$ cat src/rtl/kiwifs_open_sequencer.sv
// Kiwi filesystem open sequencer: streams a filename to the fileserver one byte per
// request using a four-phase req/ack handshake, then issues the final open/exists call.
module kiwifs_open_sequencer #(
    parameter int MAX_NAME_LEN = 255,
    parameter int ACK_TIMEOUT  = 1023
) (
    input  logic               clk,
    input  logic               reset,
    input  logic               start,
    input  logic [1:0]         mode,
    output logic               busy,
    input  logic               name_valid,
    input  logic [7:0]         name_data,
    input  logic               name_last,
    output logic               name_ready,
    output logic               done,
    output logic               result_ok,
    output logic [7:0]         result_fd,
    output logic [1:0]         result_err,
    output logic               perform_bevfs_op_req,
    output logic signed [3:0]  perform_bevfs_op_cmd,
    output logic signed [63:0] perform_bevfs_op_a2,
    input  logic               perform_bevfs_op_ack,
    input  logic signed [63:0] perform_bevfs_op_return,
    output logic [2:0]         dbg_state,
    output logic [1:0]         dbg_phase
);

    // Name stream: a byte transfers on any rising edge where name_valid and name_ready
    // are both 1; name_data/name_last must be stable while name_valid waits for ready.
    typedef enum logic [2:0] {S_IDLE, S_ISSUE, S_RELEASE, S_NAME, S_DRAIN, S_DONE} state_t;
    typedef enum logic [1:0] {PH_START, PH_CHAR, PH_FINAL} phase_t;

    localparam int TW = $clog2(ACK_TIMEOUT + 1);

    state_t             state;
    phase_t             phase;
    logic [1:0]         mode_q;
    logic [10:0]        byte_cnt;
    logic [10:0]        cnt_inc;
    logic               last_q;
    logic [TW-1:0]      timer;
    logic signed [63:0] ret_q;

    assign cnt_inc   = byte_cnt + 11'd1;
    assign dbg_state = state;
    assign dbg_phase = phase;

    function automatic logic signed [63:0] mk_a2(input logic [3:0] sub, input logic [7:0] ch);
        return $signed({44'd0, sub, 8'd0, ch});
    endfunction

    always_ff @(posedge clk or negedge reset) begin
        if (!reset) begin
            state                <= S_IDLE;
            phase                <= PH_START;
            mode_q               <= 2'd0;
            byte_cnt             <= 11'd0;
            last_q               <= 1'b0;
            timer                <= '0;
            ret_q                <= 64'sd0;
            busy                 <= 1'b0;
            name_ready           <= 1'b0;
            done                 <= 1'b0;
            result_ok            <= 1'b0;
            result_fd            <= 8'd0;
            result_err           <= 2'd0;
            perform_bevfs_op_req <= 1'b0;
            perform_bevfs_op_cmd <= 4'sd0;
            perform_bevfs_op_a2  <= 64'sd0;
        end else begin
            done <= 1'b0;
            case (state)
                S_IDLE: begin
                    if (start && mode != 2'd0 && !perform_bevfs_op_ack) begin
                        mode_q               <= mode;
                        busy                 <= 1'b1;
                        byte_cnt             <= 11'd0;
                        result_ok            <= 1'b0;
                        result_fd            <= 8'd0;
                        result_err           <= 2'd0;
                        perform_bevfs_op_cmd <= 4'sd1;
                        perform_bevfs_op_a2  <= mk_a2(4'd1, 8'd0);
                        perform_bevfs_op_req <= 1'b1;
                        timer                <= TW'(ACK_TIMEOUT - 1);
                        phase                <= PH_START;
                        state                <= S_ISSUE;
                    end
                end
                S_ISSUE: begin
                    if (perform_bevfs_op_ack) begin
                        ret_q                <= perform_bevfs_op_return;
                        perform_bevfs_op_req <= 1'b0;
                        state                <= S_RELEASE;
                    end else if (timer == '0) begin
                        perform_bevfs_op_req <= 1'b0;
                        result_ok            <= 1'b0;
                        result_fd            <= 8'd0;
                        result_err           <= 2'd3;
                        done                 <= 1'b1;
                        state                <= S_DONE;
                    end else begin
                        timer <= timer - 1'b1;
                    end
                end
                S_RELEASE: begin
                    if (!perform_bevfs_op_ack) begin
                        case (phase)
                            PH_START: begin
                                name_ready <= 1'b1;
                                state      <= S_NAME;
                            end
                            PH_CHAR: begin
                                if (last_q) begin
                                    // Final subcode: 3=open-read, 4=open-write, 5=exists.
                                    perform_bevfs_op_a2  <= mk_a2({2'b00, mode_q} + 4'd2, 8'd0);
                                    perform_bevfs_op_req <= 1'b1;
                                    timer                <= TW'(ACK_TIMEOUT - 1);
                                    phase                <= PH_FINAL;
                                    state                <= S_ISSUE;
                                end else begin
                                    name_ready <= 1'b1;
                                    state      <= S_NAME;
                                end
                            end
                            default: begin
                                if (mode_q == 2'd3) begin
                                    result_ok  <= (ret_q != 64'sd0);
                                    result_fd  <= 8'd0;
                                    result_err <= 2'd0;
                                end else if (ret_q == 64'sd1) begin
                                    result_ok  <= 1'b0;
                                    result_fd  <= 8'd0;
                                    result_err <= 2'd1;
                                end else begin
                                    result_ok  <= 1'b1;
                                    result_fd  <= ret_q[63:56];
                                    result_err <= 2'd0;
                                end
                                done  <= 1'b1;
                                state <= S_DONE;
                            end
                        endcase
                    end
                end
                S_NAME: begin
                    if (name_valid && name_ready) begin
                        last_q   <= name_last;
                        byte_cnt <= cnt_inc;
                        if (cnt_inc > 11'(MAX_NAME_LEN)) begin
                            result_err <= 2'd2;
                            if (name_last) begin
                                name_ready <= 1'b0;
                                done       <= 1'b1;
                                state      <= S_DONE;
                            end else begin
                                state <= S_DRAIN;
                            end
                        end else begin
                            name_ready           <= 1'b0;
                            perform_bevfs_op_a2  <= mk_a2(4'd2, name_data);
                            perform_bevfs_op_req <= 1'b1;
                            timer                <= TW'(ACK_TIMEOUT - 1);
                            phase                <= PH_CHAR;
                            state                <= S_ISSUE;
                        end
                    end
                end
                S_DRAIN: begin
                    if (name_valid && name_last) begin
                        name_ready <= 1'b0;
                        done       <= 1'b1;
                        state      <= S_DONE;
                    end
                end
                default: begin
                    busy                 <= 1'b0;
                    perform_bevfs_op_cmd <= 4'sd0;
                    perform_bevfs_op_a2  <= 64'sd0;
                    phase                <= PH_START;
                    state                <= S_IDLE;
                end
            endcase
        end
    end

endmodule

$ cat config.mk
export PLATFORM = sky130hd
export DESIGN_NAME = kiwifs_open_sequencer
export DESIGN_NICKNAME = d
export VERILOG_FILES = /design/src/rtl/kiwifs_open_sequencer.sv
export SDC_FILE = /design/constraint.sdc
export NUM_CORES = 1
export LEC_CHECK = 0
export CELL_PAD_IN_SITES_DETAIL_PLACEMENT = 0
export CELL_PAD_IN_SITES_GLOBAL_PLACEMENT = 1
export CORE_UTILIZATION = 40
export DETAILED_ROUTE_END_ITERATION = 10
export PLACE_DENSITY_LB_ADDON = 0.1
export SLEW_MARGIN = 20
export SYNTH_ARGS = -nofsm -noshare
export SYNTH_HDL_FRONTEND = slang
export SYNTH_SLANG_ARGS = --single-unit
$ cat constraint.sdc
create_clock -name clk -period 3.35 [get_ports clk]
set_clock_uncertainty 0.1 [all_clocks]
set_input_delay 0.67 -clock clk [delete_from_list [all_inputs] [get_ports clk]]
set_output_delay 0.67 -clock clk [all_outputs]
set_load 0.005 [all_outputs]
==> metrics <==
Port Buffer Count 111; core area 14,600 um2; count leader, synth dfrtp_1; Worst setup SP type flop; distinct cell type count after synthesis 75; uppermost routed layer met4; min Tclk post-route 2.64 ns; CTS Hold Bufs 0; Peak VDD IR 431 uV; crit-path max cell delay 0.65 ns; worst hold path type in2async; Tcrit/Tclk final 78.8%; worst path bufs/invs 2; setup bufs post-CTS 0; clk_lat worst skew 0.42 ns; Critical Path Slowest Stage Cell dfrtp_1; CTS root buf clkbuf_16; via count 4,437; WL met2 6720 um; Syn Std Cell Area 6050 um2; crit-path cells buf_4, clkdlybuf4s50_1; Vias/cell 5.23; RSZ-0062 raised after global routing false; global-route wire length before repair 23,300 um; final hold slack 0.179 ns; Leakage 0.00322 uW; PostCTS Resize Cnt 0; biggest area consumer among synthesized cells dfrtp_1; vias in the first global route 4,503; power density over the cells 777 nW/um2; WL met1 6370 um; initial core utilization 41.3%; Die Wd 125 um; row cnt 44; peak fanout along the critical path 16; register bit total from synthesis 119; Final Hold Vio Count 0; ys async rst share 100%; crit path DAT 1.87 ns; Crit. End Element output pin; status finished, violations left; Fmax achieved 379 MHz; Setup-failing EPs final 0; number of fill cells 1,328; area grow syn2layout 27.6%; Worst Tran Pin Value 0.683 ns; # IOs 168; # nets final 736; CTS tree done; initial antenna violation count 0; met3 routed WL 905 um; sequential-to-total area share from yosys stat 49.2%; final wirelength 14,100 um; DR WL/cell 16.7 um; layout cells sized above 1 19.4%; DP Wirelength 10,200 um; CTS Sinks 119; Post-Syn Area per Cell 11.2 um2; die height 125 um; CP required 2.58 ns; Crit Path Class reg2out; commonest cells in the netlist 119 x dfrtp_1, 67 x mux2_2, 59 x buf_4, 31 x nor2_1, 25 x o21ai_0; Starting DRT DRC Count 271; total congestion overflow 0; CTS buffer count 17; # DRC 17; Post-synth EDFFs 0; Slew headroom 54.5%; top area cells in the synthesized netlist dfrtp_1 49%, mux2_2 12%, buf_4 7.3%; top cell type's share of synthesized area 49.2%; Yosys warning total 0; Pre-antenna DRT Iters 10; remaining antenna violation count 0; failing checks design-rule violations; placer congestion estimate 0.858; clock slew at reported path FFs 0.06 ns; Max Slew Vio Count 0; gr usage total 19.1%; Clock Tree Buf Depth 2; Cells after Synth 540; critical path's top delay family buffers and inverters; Synth Flop Type dfrtp_1; largest net degree at the start of global routing 53; maxcap violations 0; H-Tree Depth 4; area of the die 15,600 um2; Final TNS setup 0 ns; ANT cells 0
[power breakdown]
part | internal [uW] | switching (uW) | total (uW)
sequential | 2000 | 424 | 2420
combinational | 975 | 785 | 1760
clock | 1160 | 655 | 1820
[routing by layer]
layer / GRT usage, % / up-vias
met2: 30.1 / 138
met5: 0 / -
li1: - / 2094
met1: 24.7 / 2194
met3: 6.63 / 11
met4: 6.24 / 0
[cells in the final DEF, fill, tap and decap left out, drive strengths merged, types with 7 or more instances in the layout]
cell type,count
clkbuf,19
a22o,20
a21oi,21
nor4,19
nand2,22
a21o,7
nand3,12
nor2b,8
o21ai,27
nor2,34
clkdlybuf4s50,110
nand4,13
mux2,67
dfrtp,119
buf,8
inv,12
conb,56
[final timing paths]
check / depth (start not counted) / slack [ns] / startpoint / endpoint
worst max-delay path: 2 / 0.71 / dbg_state[0] / dbg_state[0]
worst min-delay path: 1 / 0.18 / reset / timer[4]
worst max register to register: 7 / 0.75 / byte_cnt[0] / result_err[0]
worst min register to register: 1 / 0.39 / timer[9] / timer[9]
max in group asynchronous: 2 / 2.22 / reset / ret_q[14]
min in group clk: 1 / 0.39 / timer[9] / timer[9]
[cell type report]
type / count / area (um2) / share of cell area (%)
clock buffer: 19 / 433 / 5.61
sequential: 119 / 2980 / 38.6
multi-input combinational: 384 / 2700 / 34.9
timing repair buffer: 118 / 1190 / 15.4
tap: 184 / 230 / 2.98
inverter: 12 / 45.0 / 0.583
clock inverter: 12 / 154 / 1.99
[sequential cells by signal, summed over array words and instances (netlist names), 2 cells and up]
name,count
byte_cnt,11
result_fd,8
result_err,2
timer,10
dbg_phase,2
mode_q,2
ret_q,64
perform_bevfs_op_a2,11
dbg_state,3
[kinds of logic (layout without fill, tap and decap cells)]
family | count (synthesis) | in the layout | synth area share [%]
xor gates and xnor gates | 3 | 3 | 0.434
other | 1 | 56 | 0.0620
muxes | 68 | 68 | 12.6
and+or+nand+nor | 135 | 135 | 12.4
DFF | 119 | 119 | 49.2
adders and majority gates | 4 | 4 | 0.827
buffers and inverters | 92 | 161 | 9.78
AOI/OAI and AO/OA | 118 | 118 | 14.7
[stage by stage]
step | cell area, um2 | setup slack [ns] | util, % | power [uW] | std cells
floorplan | 6260 | 1.10 | - | 3570 | 595
global placement | 7130 | 0.427 | 48.7 | 4160 | 817
detailed placement | 7130 | 0.321 | 48.7 | 4210 | 817
CTS | 7720 | 0.694 | 52.7 | 6070 | 848
global route | 7720 | 0.490 | 52.7 | 6360 | 848
finish | 7720 | 0.710 | 52.7 | 6000 | 848
(Power assumes the default switching activity.)
